==> config.mk <==
export PLATFORM = sky130hd
export DESIGN_NAME = iir_coeff_loader
export DESIGN_NICKNAME = d
export VERILOG_FILES = /design/src/rtl/iir_coeff_loader.sv
export SDC_FILE = /design/constraint.sdc
export NUM_CORES = 1
export LEC_CHECK = 0
export CORE_MARGIN = 3
export CORE_UTILIZATION = 53
export DETAILED_ROUTE_END_ITERATION = 10
export PLACE_DENSITY = 0.75
export SLEW_MARGIN = 0
export SYNTH_ARGS = -nofsm -noshare
export SYNTH_HDL_FRONTEND = slang
export SYNTH_SLANG_ARGS = --single-unit
==> constraint.sdc <==
create_clock -name clk -period 2.9 [get_ports clk]
set_input_delay 0.29 -clock clk [delete_from_list [all_inputs] [get_ports clk]]
set_output_delay 0.29 -clock clk [all_outputs]
set_load 0.005 [all_outputs]
==> src/rtl/iir_coeff_loader.sv <==
// Coefficient-bank loader for the IIR cascade: streams N words into the x/y
// slots, reads every slot back against a shadow copy, and reports done/error.
module iir_coeff_loader #(
  parameter int DATA_W = 16,
  parameter int ADDR_W = 8,
  parameter int NUM_X  = 6,
  parameter int X_BASE = 0,
  parameter int NUM_Y  = 3,
  parameter int Y_BASE = 15
) (
  input  logic              clk,
  input  logic              reset,
  input  logic              start,
  input  logic              s_valid,
  input  logic [DATA_W-1:0] s_data,
  output logic              s_ready,
  output logic [ADDR_W-1:0] mem_addr,
  output logic [DATA_W-1:0] mem_wdata,
  output logic              mem_we,
  output logic              mem_re,
  input  logic [DATA_W-1:0] mem_rdata,
  output logic              busy,
  output logic              done,
  output logic              error,
  output logic [ADDR_W-1:0] err_addr
);

  localparam int N     = NUM_X + NUM_Y;
  localparam int IDX_W = (N > 1) ? $clog2(N) : 1;
  localparam logic [IDX_W-1:0] LAST = IDX_W'(N - 1);

  typedef enum logic [2:0] {S_IDLE, S_LOAD, S_VERIFY, S_DONE, S_ERR} state_e;

  state_e                     state_q, state_d;
  logic [IDX_W-1:0]           idx_q, idx_d;
  logic [IDX_W-1:0]           rd_idx_q, rd_idx_d;
  logic                       rd_all_q, rd_all_d;
  logic [IDX_W-1:0]           cmp_idx_q, cmp_idx_d;
  logic                       rd_pend_q, rd_pend_d;
  logic [N-1:0][DATA_W-1:0]   shadow_q, shadow_d;
  logic [ADDR_W-1:0]          mem_addr_q, mem_addr_d;
  logic [DATA_W-1:0]          mem_wdata_q, mem_wdata_d;
  logic                       mem_we_q, mem_we_d;
  logic                       mem_re_q, mem_re_d;
  logic                       done_q, done_d;
  logic                       error_q, error_d;
  logic [ADDR_W-1:0]          err_addr_q, err_addr_d;

  // Word index -> bank address: x slots first, then y slots.
  function automatic logic [ADDR_W-1:0] slot_addr(input logic [IDX_W-1:0] i);
    logic [ADDR_W-1:0] a;
    if (i < IDX_W'(NUM_X)) a = ADDR_W'(X_BASE) + ADDR_W'(i);
    else                   a = ADDR_W'(Y_BASE) + ADDR_W'(i) - ADDR_W'(NUM_X);
    return a;
  endfunction

  always_comb begin
    state_d     = state_q;
    idx_d       = idx_q;
    rd_idx_d    = rd_idx_q;
    rd_all_d    = rd_all_q;
    cmp_idx_d   = cmp_idx_q;
    rd_pend_d   = 1'b0;
    shadow_d    = shadow_q;
    mem_addr_d  = mem_addr_q;
    mem_wdata_d = mem_wdata_q;
    mem_we_d    = 1'b0;
    mem_re_d    = 1'b0;
    done_d      = done_q;
    error_d     = error_q;
    err_addr_d  = err_addr_q;
    case (state_q)
      S_IDLE, S_DONE, S_ERR: begin
        if (start) begin
          state_d    = S_LOAD;
          idx_d      = '0;
          done_d     = 1'b0;
          error_d    = 1'b0;
          err_addr_d = '0;
        end
      end
      S_LOAD: begin
        if (s_valid) begin
          shadow_d[idx_q] = s_data;
          mem_we_d        = 1'b1;
          mem_addr_d      = slot_addr(idx_q);
          mem_wdata_d     = s_data;
          idx_d           = idx_q + 1'b1;
          if (idx_q == LAST) begin
            state_d   = S_VERIFY;
            idx_d     = '0;
            rd_idx_d  = '0;
            rd_all_d  = 1'b0;
            cmp_idx_d = '0;
          end
        end
      end
      S_VERIFY: begin
        // Reads start the cycle after the final write, since the port is shared.
        if (!rd_all_q) begin
          mem_re_d   = 1'b1;
          mem_addr_d = slot_addr(rd_idx_q);
          rd_idx_d   = rd_idx_q + 1'b1;
          if (rd_idx_q == LAST) rd_all_d = 1'b1;
        end
        rd_pend_d = mem_re_q;
        if (rd_pend_q) begin
          if (mem_rdata != shadow_q[cmp_idx_q]) begin
            state_d    = S_ERR;
            error_d    = 1'b1;
            err_addr_d = slot_addr(cmp_idx_q);
            mem_re_d   = 1'b0;
            mem_addr_d = mem_addr_q;
            rd_pend_d  = 1'b0;
          end else if (cmp_idx_q == LAST) begin
            state_d = S_DONE;
            done_d  = 1'b1;
          end else begin
            cmp_idx_d = cmp_idx_q + 1'b1;
          end
        end
      end
      default: state_d = S_IDLE;
    endcase
  end

  always_ff @(posedge clk) begin
    if (reset) begin
      state_q     <= S_IDLE;
      idx_q       <= '0;
      rd_idx_q    <= '0;
      rd_all_q    <= 1'b0;
      cmp_idx_q   <= '0;
      rd_pend_q   <= 1'b0;
      shadow_q    <= '0;
      mem_addr_q  <= '0;
      mem_wdata_q <= '0;
      mem_we_q    <= 1'b0;
      mem_re_q    <= 1'b0;
      done_q      <= 1'b0;
      error_q     <= 1'b0;
      err_addr_q  <= '0;
    end else begin
      state_q     <= state_d;
      idx_q       <= idx_d;
      rd_idx_q    <= rd_idx_d;
      rd_all_q    <= rd_all_d;
      cmp_idx_q   <= cmp_idx_d;
      rd_pend_q   <= rd_pend_d;
      shadow_q    <= shadow_d;
      mem_addr_q  <= mem_addr_d;
      mem_wdata_q <= mem_wdata_d;
      mem_we_q    <= mem_we_d;
      mem_re_q    <= mem_re_d;
      done_q      <= done_d;
      error_q     <= error_d;
      err_addr_q  <= err_addr_d;
    end
  end

  assign s_ready   = (state_q == S_LOAD);
  assign busy      = (state_q == S_LOAD) || (state_q == S_VERIFY);
  assign mem_addr  = mem_addr_q;
  assign mem_wdata = mem_wdata_q;
  assign mem_we    = mem_we_q;
  assign mem_re    = mem_re_q;
  assign done      = done_q;
  assign error     = error_q;
  assign err_addr  = err_addr_q;

endmodule

==> results of run 1 <==
## what timing repair did
action	4_1_cts	5_1_grt
pin swaps	5	6
hold buffers	0	0
buffers inserted	0	1
gates resized for setup	10	19
endpoints found under the setup margin	21	19
## power by group
| group | internal (µW) | switching [µW] |
|---|---|---|
| logic | 417 | 599 |
| registers | 2720 | 74.7 |
| clock network | 1140 | 1130 |
## layer usage
layer | vias to the layer above | wire, µm | track usage (%) | part of all wire (%)
met1 | 3925 | 11800 | 40.8 | 45
met3 | 51 | 2360 | 5.85 | 8.9
li1 | 3963 | - | - | -
met5 | - | 0 | 0 | 0
met2 | 398 | 11600 | 44.2 | 44
met4 | 0 | 711 | 10.8 | 2.7
## area by class of cell
cell class | count | area, µm²
Fill cell | 1376 | 5540
Sequential cell | 191 | 3830
Tap cell | 216 | 270
Inverter | 16 | 60.1
Clock inverter | 14 | 135
Timing Repair Buffer | 134 | 1210
Clock buffer | 18 | 429
Multi-Input combinational cell | 828 | 4760
## cell families after synthesis
family          after synthesis  share of synthesized area [%]
compound gates              282                           19.0
xor+xnor                     11                           1.08
fa+ha+maj                     8                           1.12
buf+inv                     120                           5.60
flops                       191                           42.7
mux                          58                           8.31
other cells                   1                         0.0418
simple gates                463                           22.2
## critical path, stage by stage, from the launching register on
cell and delay, ns:
dfxtp_4 0.41, mux4_2 0.51, and2_4 0.18, or4_4 0.50, a222oi_1 0.33, o211a_1 0.27
nand3b_4 0.15, buf_6 0.17, o2111ai_1 0.22, o41ai_2 0.11
## through the flow
stage,std cells,hold WS [ns],TNS [ns],total power (µW)
2_1_floorplan,1139,0.421,0,3430
5_1_grt,1417,0.304,-2.73,6290
3_5_place_dp,1384,0.445,-3.02,3820
3_3_place_gp,1384,0.440,-2.51,3810
6_report,1417,0.289,-0.798,6080
4_1_cts,1416,0.276,-0.00198,6070
## sequential cells by signal, indices dropped and copies added (netlist names)
signal,flops
rd_all_q,1
done,1
err_addr,5
error,1
rd_pend_q,1
mem_re,1
idx_q,4
mem_addr,5
state_q,3
cmp_idx_q,4
shadow_q,144
rd_idx_q,4
mem_we,1
mem_wdata,16
## cells in the mapped netlist, types with 9 or more instances
master	instances
mux4_2	13
buf_4	9
dfxtp_1	191
and3_1	9
o21ai_0	13
nand3_1	9
nand2b_1	9
inv_1	15
nor2_1	26
mux2i_1	44
clkbuf_1	85
nand2_1	356
a21oi_1	184
## worst max path at each step
stage,startpoint,end,slack [ns],cells past startpoint
global placement,cmp_idx_q[0],mem_addr[2],-0.21,9
finish,cmp_idx_q[0],mem_addr[4],-0.08,9
floorplan,cmp_idx_q[0],cmp_idx_q[0],0.03,9
CTS,cmp_idx_q[0],mem_addr[4],-0.002,11
detailed placement,cmp_idx_q[0],mem_re,-0.25,8
global route,cmp_idx_q[1],mem_addr[2],-0.20,10
==> results.md, run 1 <==
- Setup ws final: -0.0799 ns
- Synth Register Bits: 191
- Worst Skew: 0.0137 ns
- RSZ-0062 raised after global routing: true
- Pwr dens: 569 mW/mm²
- Initial Utilization: 55.2%
- Antenna cells: 0
- # clock sinks: 191
- Wirelength per Cell: 18.7 µm
- DP Area: 0.00999 mm²
- Clk root buf: clkbuf_16
- Die X-Extent: 136 µm
- Leak: 0.00361 µW
- Seq/Total Area, Yosys: 42.7%
- Period utilisation layout: 103%
- Vias in the first global route: 7779
- FF-to-FF path depth: 9
- Critical path class: register to register
- Most area-hungry cell type in the Yosys netlist: dfxtp_1
- Commonest non-fill, non-tap cell in the layout: nand2_1
- Max-cap violations: 0
- Crit path DAT: 3.28 ns
- Worst EP required: 3.20 ns
- Max Freq: 336 MHz
- Relative slew margins: 47.8%
- Via count: 8337
- Crit end category: register
- Setup slack, reg-to-reg: -0.08 ns
- Commonest non-fill, non-tap cells in the layout: nand2_1 (356), dfxtp_1 (188), a21oi_1 (184)
- Clock Path Buffers: 2
- Die Ht: 136 µm
- Failing checks: setup timing
- CTS buffer count: 17
- Placer Congestion: 0.938
- Final Hold Vio Count: 0
- Syn avg cell area: 7.90 µm²
- Startpoint Class: register
- Post-synthesis cell type count: 75
- Die ar.: 0.0185 mm²
- Fin nets: 1232
- Minimum clock period: 2.98 ns
- Most used DFF post-synth: dfxtp_1
- CTS tree: built
- Mapped Cells: 1134
- Asr flop ratio synth: 0%
- IO buf count: 67
- Share of cells above drive strength 1: 11.4%
- Initial antenna violation count: 0
- Area Overhead vs Synth: 19.3%
- Largest net degree at the start of global routing: 55
- Hold Crit Start: reset
- Area share of the largest cell type after synthesis: 42.7%
- Clock Pin Slew Worst Setup and Hold Paths: 0.07 ns
- Skew-Pair Late Insertion Delay: 0.45 ns
- Status: finished with violations
- Hold path depth: 2
- Critical R2R Capture: mem_addr[4]
- Slew @ Worst Pin: 0.783 ns
- Hold endpoint: state_q[2]
- Dpl ws: -0.246 ns
- Core footprint: 0.0162 mm²
- Final WL: 26400 µm
- Vias per cell: 5.88
- IO Pins: 74
- Yosys Warn Count: 0
- Post-Syn Area: 0.00896 mm²
- Total GRT Usage: 29.0%
- Global-route wire length before repair: 41700 µm
- IR drop worst, VDD: 0.466 mV
- Number of synthesized flops with an enable pin: 0
- DRT iter0 DRCs: 1072
- Number of iterations in the first detailed-routing pass: 6
- Row count: 46
- Hold WC Path Type: input port to register
- Crit Reg-Reg Startpoint: cmp_idx_q[0]
- Drt drc: 0
- CP Max Fanout: 6
- Global-route congestion overflow total: 0
- Util after Layout: 65.9%
- Dpl hpwl: 18300 µm
- Final ANT Viol Nets: 0
- Max-slew violations: 0
- Design Area, Final: 0.0107 mm²
- Final setup fails: 17
- Top post-synthesis cells by area: dfxtp_1 (43%), nand2_1 (15%), a21oi_1 (10%)
- Htree depth: 4
Note: power is estimated with default switching activity, not from simulation.
==> run 2: changes to the inputs <==
Settings changed: CTS_CLUSTER_SIZE set to 10.
==> results of run 2 <==
Final layout, timing and power as in run 1 (identical DEF).
==> run 3: changes to the inputs <==
Settings changed: CELL_PAD_IN_SITES_DETAIL_PLACEMENT set to 0, CELL_PAD_IN_SITES_GLOBAL_PLACEMENT set to 1, CORE_UTILIZATION 53 to 39, MAX_ROUTING_LAYER set to met4, PLACE_DENSITY 0.75 to 0.74.
==> run 3 against run 2 <==
The flow now finishes without violations. Routed wire length rose by 6.9%. Maximum frequency rose by 3.1%. Count of clock-buffer cells in the layout did not move. Critical path depth fell by 1. Final cell count rose by 4.7%. First-iteration DRC count fell by 39%. Power rose by 2.0%. Sequential power barely moved.
==> results.md, run 3 (synthesis results as in run 1) <==
- Drt drc: 0
- Vias in the first global route: 7419
- Antenna cells: 0
- Design Area, Final: 0.0108 mm²
- Initial Utilization: 40.3%
- CTS buffer count: 17
- Critical path class: register to register
- Die X-Extent: 158 µm
- Placer Congestion: 0.864
- Clock Pin Slew Worst Setup and Hold Paths: 0.08 ns
- Total GRT Usage: 23.7%
- Crit end category: register
- Global-route wire length before repair: 43700 µm
- Max reg flops: 144
- CP delay by family, top: compound AO/OA/AOI/OAI gates
- Period utilisation layout: 99.6%
- Setup ws final: 0.0108 ns
- CP Max Fanout: 6
- Largest stage delay, worst path: 0.49 ns
- Wirelength per Cell: 19.0 µm
- Commonest non-fill, non-tap cells in the layout: nand2_1 (356), dfxtp_1 (188), a21oi_1 (184)
- Max stage delay cell, worst path: mux4_2
- IO Pins: 74
- Final Hold Vio Count: 0
- Crit path DAT: 3.23 ns
- Initial antenna violation count: 0
- Largest Register: shadow_q
- Max Freq: 346 MHz
- RSZ-0062 raised after global routing: true
- DRT iter0 DRCs: 652
- Area Overhead vs Synth: 21.1%
- Crit Reg-Reg Startpoint: cmp_idx_q[0]
- Leak: 0.00364 µW
- Crit-path cells: mux4_2 -> and2_4 -> or4_4 -> a222oi_1 -> o211a_1 -> nand3b_4 -> o311ai_4 -> a2bb2o_4
- Dpl ws: -0.276 ns
- Hold WC Path Type: input port to register
- Share of cells above drive strength 1: 12.0%
- Max-slew violations: 0
- Largest net degree at the start of global routing: 118
- Htree depth: 4
- Global-route congestion overflow total: 0
- Clock Path Buffers: 2
- Crit path launch: cmp_idx_q[0]
- Vias per cell: 5.44
- Slew @ Worst Pin: 0.796 ns
- Die ar.: 0.0248 mm²
- Startpoint Class: register
- Hold Crit Start: reset
- # clock sinks: 191
- Dpl hpwl: 19100 µm
- WP buf/inv: 0
- IR drop worst, VDD: 0.384 mV
- Final setup fails: 0
- Status: finished clean
- Worst Skew: 0.0170 ns
- Final WL: 28300 µm
- IO buf count: 67
- Fin nets: 1235
- CTS tree: built
- Number of iterations in the first detailed-routing pass: 5
- Row count: 54
- Pwr dens: 572 mW/mm²
- Minimum clock period: 2.89 ns
- Die Ht: 158 µm
- Final ANT Viol Nets: 0
- Commonest non-fill, non-tap cell in the layout: nand2_1
- Worst EP required: 3.24 ns
- Max-cap violations: 0
- Skew-Pair Late Insertion Delay: 0.45 ns
- Clk root buf: clkbuf_16
- Fillcell total: 2193
- DP Area: 0.0101 mm²
- Core footprint: 0.0222 mm²
- Via count: 8072
- Relative slew margins: 46.9%
-- run 3: metal layers --
layer	part of all wire, %	global-route usage [%]	up-vias
li1	-	-	3986
met1	48	33.3	3852
met2	46	36.1	201
met3	5.3	4.24	33
met4	1.3	4.75	0
met5	0	-	-
-- run 3: worst paths after layout --
path / end / slack [ns] / cells past startpoint
hold / removal: rd_idx_q[2] / 0.39 / 2
setup reg to reg: cmp_idx_q[0] / 0.01 / 8
hold reg to reg: shadow_q[125] / 0.45 / 2
setup / recovery: cmp_idx_q[0] / 0.01 / 8
-- run 3: worst register-to-register path, delay by kind of cell, from the launching register on --
kind            cells  cell delay (ns)
simple gates        3             0.77
flops               1             0.39
mux                 1             0.49
compound gates      4             1.14
-- run 3: timing repair --
action,CTS,global route
resized for setup,11,18
hold buffers,0,0
buffers inserted,1,1
endpoints found under the setup margin,21,20
pin swaps,6,6
-- run 3: cell type report --
| cell class | instances | area [µm²] | share of cell area, % |
|---|---|---|---|
| Multi-Input combinational cell | 828 | 4760 | 43.9 |
| Sequential cell | 191 | 3830 | 35.3 |
| Timing Repair Buffer | 137 | 1260 | 11.6 |
| Clock buffer | 18 | 429 | 3.96 |
| Tap cell | 280 | 350 | 3.23 |
| Clock inverter | 14 | 154 | 1.42 |
| Inverter | 16 | 60.1 | 0.554 |
-- run 3: where the power goes --
group,switching (µW),total [µW],internal [µW]
clock network,1150,2370,1220
logic,618,1040,421
registers,78.8,2800,2720
-- run 3: through the flow --
| step | TNS, ns | power (µW) | std cells | hold WS (ns) | utilization, % |
|---|---|---|---|---|---|
| after global placement | -2.38 | 3850 | 1451 | 0.438 | 45.6 |
| after detailed placement | -3.68 | 3860 | 1451 | 0.446 | 45.6 |
| after global routing | -1.77 | 6460 | 1484 | 0.414 | 48.8 |
| after CTS | 0 | 6210 | 1483 | 0.379 | 48.4 |
| after floorplan | 0 | 3430 | 1139 | 0.421 | - |
| final | 0 | 6200 | 1484 | 0.385 | 48.8 |
